**src/rtl/tt_axil_lookup.sv**
```systemverilog
// tt_axil_lookup: times-table engine acting as an AXI4-Lite master in front of
// a single-port AXI4-Lite block memory.
//
// Optional fill phase (macro TT_INIT_EN): after reset the engine writes
// a*b for every operand pair, one AW/W/B transaction per entry.
// Without the macro, the memory is assumed preloaded and lookups start
// directly after reset.
//
// Ports
//   clk, rst                      clock, synchronous active-high reset
//   req_valid/req_ready, a, b     lookup request (operands sampled on handshake)
//   rsp_valid/rsp_ready           lookup response handshake
//   result, rsp_err               product and |rresp, held while rsp_valid
//   init_done                     table available for lookups
//   m_axi_aw*/w*/b*               write channels (fill phase only)
//   m_axi_ar*/r*                  read channels (one read per lookup)
module tt_axil_lookup #(
  parameter int OP_W       = 3,
  parameter int ADDR_W     = 32,
  parameter int DATA_W     = 32,
  parameter int ADDR_SHIFT = 0
) (
  input  logic                  clk,
  input  logic                  rst,
  input  logic                  req_valid,
  output logic                  req_ready,
  input  logic [OP_W-1:0]       a,
  input  logic [OP_W-1:0]       b,
  output logic                  rsp_valid,
  input  logic                  rsp_ready,
  output logic [2*OP_W-1:0]     result,
  output logic                  rsp_err,
  output logic                  init_done,
  output logic [ADDR_W-1:0]     m_axi_awaddr,
  output logic                  m_axi_awvalid,
  input  logic                  m_axi_awready,
  output logic [DATA_W-1:0]     m_axi_wdata,
  output logic [DATA_W/8-1:0]   m_axi_wstrb,
  output logic                  m_axi_wvalid,
  input  logic                  m_axi_wready,
  input  logic [1:0]            m_axi_bresp,
  input  logic                  m_axi_bvalid,
  output logic                  m_axi_bready,
  output logic [ADDR_W-1:0]     m_axi_araddr,
  output logic                  m_axi_arvalid,
  input  logic                  m_axi_arready,
  input  logic [DATA_W-1:0]     m_axi_rdata,
  input  logic [1:0]            m_axi_rresp,
  input  logic                  m_axi_rvalid,
  output logic                  m_axi_rready
);
  localparam int IDX_W = 2 * OP_W;

  typedef enum logic [2:0] {S_INIT_W, S_INIT_B, S_IDLE, S_AR, S_R, S_RSP} state_t;
  state_t state;

`ifdef TT_INIT_EN
  logic [IDX_W-1:0] idx;
  logic             wr_issued;  // AW/W of the current entry have been raised
  logic [IDX_W-1:0] idx_prod;
  logic             unused_ok;

  // idx is {a,b}: upper half times lower half
  assign idx_prod    = IDX_W'(idx[IDX_W-1:OP_W]) * IDX_W'(idx[OP_W-1:0]);
  assign m_axi_wstrb = '1;
  assign unused_ok   = ^{m_axi_bresp, m_axi_rdata};
`else
  logic unused_ok;

  assign m_axi_awaddr  = '0;
  assign m_axi_awvalid = 1'b0;
  assign m_axi_wdata   = '0;
  assign m_axi_wstrb   = '0;
  assign m_axi_wvalid  = 1'b0;
  assign m_axi_bready  = 1'b0;
  assign unused_ok     = ^{m_axi_awready, m_axi_wready, m_axi_bresp, m_axi_bvalid, m_axi_rdata};
`endif

  always_ff @(posedge clk) begin
    if (rst) begin
`ifdef TT_INIT_EN
      state         <= S_INIT_W;
      idx           <= '0;
      wr_issued     <= 1'b0;
      m_axi_awaddr  <= '0;
      m_axi_awvalid <= 1'b0;
      m_axi_wdata   <= '0;
      m_axi_wvalid  <= 1'b0;
      m_axi_bready  <= 1'b0;
`else
      state         <= S_IDLE;
`endif
      req_ready     <= 1'b0;
      rsp_valid     <= 1'b0;
      rsp_err       <= 1'b0;
      init_done     <= 1'b0;
      result        <= '0;
      m_axi_araddr  <= '0;
      m_axi_arvalid <= 1'b0;
      m_axi_rready  <= 1'b0;
    end else begin
`ifndef TT_INIT_EN
      init_done <= 1'b1;
`endif
      case (state)
`ifdef TT_INIT_EN
        S_INIT_W: begin
          if (!wr_issued) begin
            m_axi_awaddr  <= ADDR_W'(idx) << ADDR_SHIFT;
            m_axi_wdata   <= DATA_W'(idx_prod);
            m_axi_awvalid <= 1'b1;
            m_axi_wvalid  <= 1'b1;
            wr_issued     <= 1'b1;
          end else begin
            // each channel drops on its own handshake; move on once both are done
            if (m_axi_awvalid && m_axi_awready) m_axi_awvalid <= 1'b0;
            if (m_axi_wvalid && m_axi_wready)   m_axi_wvalid  <= 1'b0;
            if ((!m_axi_awvalid || m_axi_awready) && (!m_axi_wvalid || m_axi_wready)) begin
              wr_issued    <= 1'b0;
              m_axi_bready <= 1'b1;
              state        <= S_INIT_B;
            end
          end
        end
        S_INIT_B: begin
          if (m_axi_bvalid) begin
            m_axi_bready <= 1'b0;
            idx          <= idx + 1'b1;
            if (idx == '1) begin
              init_done <= 1'b1;
              req_ready <= 1'b1;
              state     <= S_IDLE;
            end else begin
              state <= S_INIT_W;
            end
          end
        end
`endif
        S_IDLE: begin
          if (req_valid && req_ready) begin
            req_ready     <= 1'b0;
            m_axi_araddr  <= ADDR_W'({a, b}) << ADDR_SHIFT;
            m_axi_arvalid <= 1'b1;
            state         <= S_AR;
          end else begin
            req_ready <= 1'b1;
          end
        end
        S_AR: begin
          if (m_axi_arready) begin
            m_axi_arvalid <= 1'b0;
            m_axi_rready  <= 1'b1;
            state         <= S_R;
          end
        end
        S_R: begin
          if (m_axi_rvalid) begin
            m_axi_rready <= 1'b0;
            result       <= m_axi_rdata[IDX_W-1:0];
            rsp_err      <= |m_axi_rresp;
            rsp_valid    <= 1'b1;
            state        <= S_RSP;
          end
        end
        S_RSP: begin
          if (rsp_ready) begin
            rsp_valid <= 1'b0;
            req_ready <= 1'b1;
            state     <= S_IDLE;
          end
        end
        default: state <= S_IDLE;
      endcase
    end
  end
endmodule

```
**config.mk**
```make
export PLATFORM = sky130hd
export DESIGN_NAME = tt_axil_lookup
export DESIGN_NICKNAME = d
export VERILOG_FILES = /design/src/rtl/tt_axil_lookup.sv
export SDC_FILE = /design/constraint.sdc
export NUM_CORES = 1
export LEC_CHECK = 0
export CORE_UTILIZATION = 29
export CTS_BUF_LIST = sky130_fd_sc_hd__clkbuf_4
export DETAILED_ROUTE_END_ITERATION = 6
export PLACE_DENSITY = 0.79
export SYNTH_ARGS = -nofsm -noshare
export SYNTH_HDL_FRONTEND = slang
export SYNTH_SLANG_ARGS = --single-unit
```
**constraint.sdc**
```tcl
create_clock -name clk -period 1.5 [get_ports clk]
set_input_delay 0.375 -clock clk [delete_from_list [all_inputs] [get_ports clk]]
set_output_delay 0.375 -clock clk [all_outputs]
set_load 0.005 [all_outputs]
```
==> impl_metrics.json, run 1 <==
{
  "status": "complete, no violations",
  "start_util_pct": 30.2,
  "async_flop_share_pct": 0,
  "critPathCaptureType": "flop",
  "fin_nets": 282,
  "cts_max_level": 1,
  "wl_per_cell_um": 7.83,
  "grtUsageTotal_pct": 7.90,
  "instances_no_fill": 300,
  "seq_area_frac_synth_pct": 27.1,
  "dp_slack_ns": -0.122,
  "first_pass_iters": 3,
  "routed_via_density": 3.33,
  "avgSynthCellArea_um2": 8.43,
  "cts.sinks": 21,
  "area_growth_pct": 10.8,
  "yosys-top-cells-area": "buf_4 (47%), dfxtp_1 (27%), mux2i_1 (8.4%), nor2_1 (3.9%), nor3b_2 (1.6%)",
  "hold_viol_final": 0,
  "grt_pass1_vias": 843,
  "io_buffer_count": 37,
  "max_freq_mhz": 749,
  "slew_violations": 0,
  "final_cell_area_um2": 1720,
  "p_total_w": 0.00143,
  "dp_hpwl_um": 1970,
  "wl_um": 2350,
  "fill_cells": 566,
  "vdd_drop_max_mv": 0.664,
  "yosysMostFrequentCell": "buf_4",
  "dp_cells": 295,
  "synth_top_cell_by_area": "buf_4",
  "fin_crit_sh_pct": 89.0,
  "path_delay_family": "simple AND/OR/NAND/NOR gates",
  "synth_edf_count": 0,
  "layout_setup_ws_ns": 0.165,
  "skew_ns": 0.00129,
  "yosysWarningCount": 0,
  "vias": 998,
  "drv_cap": 0,
  "grt_pass1_wl_um": 3500,
  "clock-root-buffer": "clkbuf_4",
  "clk_latency_ns": 0.29,
  "grt_max_degree": 12,
  "drtAntennaViolNets": 0,
  "cpMaxStageDelayCell": "dfxtp_1",
  "min_period_ns": 1.34,
  "worstHoldPathType": "flop to flop",
  "first_iter_violations": 10,
  "die_area_um2": 5640,
  "clockBufferDepth": 2,
  "ys_ff_latch": 21,
  "netlist_area_um2": 1550,
  "cp_num_buf_inv": 1,
  "overflow": 0,
  "antenna_cells": 0,
  "synth_common_cells": "buf_4 (98), dfxtp_1 (21), nor2_1 (16), mux2i_1 (13), inv_1 (6)",
  "io_pins": 166,
  "setup_viol": 0,
  "drive_above_1_share_pct": 12.6,
  "rsz0062_at_grt": "no",
  "syn_inst": 184,
  "place_area_um2": 1690,
  "postCtsHoldBufs": 0,
  "required_ns": 1.70,
  "worstPathMaxFanout": 6,
  "cp_cell_sequence": "nor3b_2 -> and2b_1 -> buf_4 -> mux2i_1 -> nor2_1",
  "synthFlopType": "dfxtp_1",
  "antenna_found_initial": 0,
  "die_y_um": 75.1,
  "synth_cell_types": 23,
  "crit_path_max_incr_delay_ns": 0.40,
  "cts_buffers": 3,
  "power_density_nw_per_um2": 834,
  "rows": 26,
  "clkTransAtPathRegs_ns": 0.11,
  "cp-start-kind": "flop",
  "path_class": "flop to flop",
  "core_um2": 5140,
  "place.gp.congestion": 0.740,
  "synth_top_area_share_pct": 47.5,
  "tritoncts": "done",
  "die_x_um": 75.1,
  "power_leakage_nw": 0.960,
  "route.detailed.drc": 0,
  "worst-endpoint-arrival_ns": 1.53
}
==> layout by cell type (no fill, tap or decap), types with 2 or more instances in the layout <==
master	netlist	layout
conb_1	1	97
clkbuf_4	0	4
inv_1	6	6
mux2i_1	13	13
nor2_1	16	16
nor3b_2	2	2
nor3_1	3	3
dfxtp_2	0	12
a21oi_1	4	4
nor2b_1	2	2
clkdlybuf4s50_1	0	19
buf_4	98	10
nand2_1	4	4
dfxtp_1	21	9
dlygate4sd2_1	0	18
a32oi_1	2	2
==> through the flow <==
stage          setup TNS (ns)  util [%]  hold WS [ns]
6_report                    0      33.4         0.499
3_3_place_gp           -0.627      32.8         0.469
2_1_floorplan               0         -         0.478
5_1_grt                     0      33.4         0.523
4_1_cts                     0      33.4         0.503
3_5_place_dp           -0.636      32.8         0.489
==> timing repair <==
action,4_1_cts,5_1_grt
endpoints found under the setup margin,18,0
resized for setup,30,0
setup buffers,1,0
hold endpoints to repair,0,0
==> cell families after synthesis <==
kind of cell / share of synthesized area, %
DFF: 27.1
AOI/OAI and AO/OA: 4.68
muxes: 8.39
other: 0.242
and+or+nand+nor: 9.85
buffers and inverters: 49.7
==> per-layer routing <==
metal | part of all wire, % | global-route usage (%) | vias to the layer above | wire length (um)
li1 | - | - | 477 | -
met5 | 0 | 0 | - | 0
met4 | 0 | 2.52 | 0 | 0
met2 | 54 | 15.2 | 68 | 1260
met3 | 11 | 2.95 | 0 | 270
met1 | 35 | 7.74 | 453 | 814
==> power by group <==
part | switching, W | total [W] | internal [W]
Clock | 0.000160 | 0.000282 | 0.000121
Sequential | 0.0000479 | 0.000675 | 0.000627
Combinational | 0.000232 | 0.000476 | 0.000244
Total | 0.000440 | 0.00143 | 0.000992
==> path summary, 6_finish.rpt <==
kind	from	to	slack (ns)	depth (start not counted)
setup / recovery	state[1]	m_axi_araddr[0]	0.16	5
hold reg to reg	m_axi_araddr[2]	m_axi_araddr[2]	0.50	2
hold / removal	m_axi_araddr[2]	m_axi_araddr[2]	0.50	2
setup reg to reg	state[1]	m_axi_araddr[0]	0.16	5
==> sequential cells by signal (all words and copies together), names as in the netlist <==
register / flops
result: 6
init_done: 1
rsp_err: 1
m_axi_araddr: 6
state: 3
req_ready: 1
m_axi_arvalid: 1
rsp_valid: 1
m_axi_rready: 1
==> final cells by class <==
class	count	area, um2	share of cell area (%)
tap	70	87.6	5.10
inverter	6	22.5	1.31
sequential	21	435	25.3
timing repair buffer	47	423	24.6
multi-input combinational	152	719	41.9
clock buffer	4	30.0	1.75
==> worst reg2reg max path, cell delays in order, from the launching register on <==
cell     delay (ns)
dfxtp_1        0.40
nor3b_2        0.25
and2b_1        0.17
buf_4          0.16
mux2i_1        0.20
nor2_1         0.05
Power figures use the tool's default switching activity.
==> inputs of run 2 (changes only) <==
Settings changed: CTS_BUF_LIST sky130_fd_sc_hd__clkbuf_4 to sky130_fd_sc_hd__clkbuf_8.
Clock period 1.5 ns to 1.3 ns, I/O delays scaled along.
==> run 2 against run 1 <==
First-iteration DRC count up 90%. Hold slack got worse by 0.011 ns. Clock power is 44% higher.
==> impl_metrics.json, run 2 (synthesis results as in run 1) <==
{
  "layout_commonest_cell": "conb_1",
  "clkTransAtPathRegs_ns": 0.07,
  "die_area_um2": 5640,
  "grt_max_degree": 12,
  "critPathCaptureType": "flop",
  "finish.utilization_pct": 34.6,
  "area_growth_pct": 14.7,
  "max_freq_mhz": 788,
  "drv_cap": 0,
  "grtUsageTotal_pct": 7.86,
  "ff2ff_path_depth": 5,
  "io_buffer_count": 37,
  "vdd_drop_max_mv": 0.576,
  "grt_pass1_wl_um": 3490,
  "min_period_ns": 1.27,
  "power_frac_seq_pct": 43.5,
  "place.gp.congestion": 0.669,
  "first_pass_iters": 4,
  "antenna_found_initial": 0,
  "core_um2": 5140,
  "routed_via_density": 3.33,
  "io_pins": 166,
  "r2r_start": "state[0]",
  "ff2ff_setup_slack_ns": 0.03,
  "rows": 26,
  "drtAntennaViolNets": 0,
  "tritoncts": "done",
  "cp-start-kind": "flop",
  "slew_violations": 0,
  "fin_nets": 285,
  "clock-root-buffer": "clkbuf_8",
  "wl_um": 2380,
  "status": "complete, no violations",
  "worst-endpoint-arrival_ns": 1.42,
  "finalSetupTns_ns": 0,
  "cpMaxStageDelayCell": "dfxtp_2",
  "rsz0062_at_grt": "yes",
  "dp_hpwl_um": 1910,
  "fin_crit_sh_pct": 97.6,
  "cts_max_level": 1,
  "cp_cell_sequence": "nor3b_4 -> and2b_2 -> buf_6 -> mux2i_1 -> nor2_1",
  "power_leakage_nw": 0.998,
  "path_class": "flop to flop",
  "whs_endpoint": "m_axi_araddr[2]",
  "clockBufferDepth": 2,
  "cts.sinks": 21,
  "r2r_end": "m_axi_araddr[4]",
  "cts_buffers": 3,
  "cp_num_buf_inv": 1,
  "clk_latency_ns": 0.25,
  "pwr-share-clk_pct": 22.3,
  "switchingPower_w": 0.000549,
  "vias": 1009,
  "worstPathMaxFanout": 6,
  "overflow": 0,
  "route.detailed.drc": 0,
  "start_util_pct": 30.2,
  "wl_per_cell_um": 7.85,
  "power_density_nw_per_um2": 1020,
  "setup_viol": 0,
  "antenna_cells": 0,
  "hp-start": "m_axi_araddr[2]",
  "postCtsHoldBufs": 0,
  "hold_viol_final": 0,
  "path_delay_family": "simple AND/OR/NAND/NOR gates",
  "worstHoldPathType": "flop to flop",
  "hold_depth": 2,
  "first_iter_violations": 19,
  "die_x_um": 75.1,
  "die_y_um": 75.1,
  "required_ns": 1.45,
  "p_sw_share_pct": 30.1,
  "crit_path_max_incr_delay_ns": 0.36,
  "grt_pass1_vias": 827,
  "p_comb_share_pct": 34.2,
  "mostFrequentLayoutCells": "conb_1 (97), clkdlybuf4s50_1 (18), dlygate4sd2_1 (18)",
  "skew_ns": 0.00515,
  "drive_above_1_share_pct": 12.4,
  "power.internal_w": 0.00127,
  "reg.largest.list": "m_axi_araddr x6, result x6, state x3"
}
run 2: cell count changes in the layout (fill, tap and decap cells not counted), moves of 2 or more:
cell	before	now
dfxtp_1	9	14
nor2b_2	0	2
clkbuf_4	4	0
nor3b_4	0	2
nor3b_2	2	0
buf_6	0	2
dfxtp_2	12	7
clkbuf_8	0	3
nor2b_1	2	0
run 2: cell type report:
| class | count | area, um2 |
|---|---|---|
| Fill cell | 565 | 3360 |
| Inverter | 6 | 22.5 |
| Tap cell | 70 | 87.6 |
| Sequential cell | 21 | 429 |
| Clock inverter | 1 | 3.75 |
| Clock buffer | 3 | 41.3 |
| Timing Repair Buffer | 50 | 455 |
| Multi-Input combinational cell | 152 | 738 |
run 2: stage by stage:
step,total power [W],worst slack (ns),instances,instance area [um2],hold slack (ns)
2_1_floorplan,0.00131,0.0914,280,1910,0.469
3_3_place_gp,0.00136,-0.265,298,1710,0.470
3_5_place_dp,0.00138,-0.274,298,1710,0.479
4_1_cts,0.00176,0.00450,302,1740,0.491
5_1_grt,0.00195,-0.0269,303,1780,0.513
6_report,0.00182,0.0317,303,1780,0.488
run 2: worst reg2reg max path, delay by kind of cell, from the launching register on:
family	cells	cell delay, ns
and+or+nand+nor	3	0.49
muxes	1	0.18
DFF	1	0.36
buffers and inverters	1	0.13
run 2: worst max path at each step:
stage / slack (ns) / from / to / cells past startpoint
after global placement: -0.26 / req_valid / m_axi_araddr[4] / 6
after floorplan: 0.09 / state[1] / m_axi_araddr[2] / 5
final: 0.03 / state[0] / m_axi_araddr[4] / 5
after detailed placement: -0.27 / req_valid / m_axi_araddr[4] / 6
after CTS: 0.005 / req_valid / m_axi_araddr[0] / 6
after global routing: -0.03 / state[0] / m_axi_araddr[4] / 5
run 2: power by group through the flow:
stage          logic (W)  clock network (W)  registers (W)
2_1_floorplan   0.000537                  0       0.000775
3_3_place_gp    0.000581                  0       0.000782
3_5_place_dp    0.000591                  0       0.000787
4_1_cts         0.000564           0.000420       0.000774
5_1_grt         0.000699           0.000448       0.000801
6_report        0.000623           0.000407       0.000792
run 2: per-layer routing:
metal | part of all wire (%) | track usage [%]
met1 | 35 | 8.52
met2 | 56 | 14.4
met3 | 9.5 | 2.54
met4 | 0 | 2.52
met5 | 0 | 0
run 2: timing repair:
action | 4_1_cts | 5_1_grt
pin swaps | 1 | 3
buffers inserted | 0 | 1
gates resized for setup | 23 | 10
endpoints found under the setup margin | 22 | 12
cloned | 0 | 0
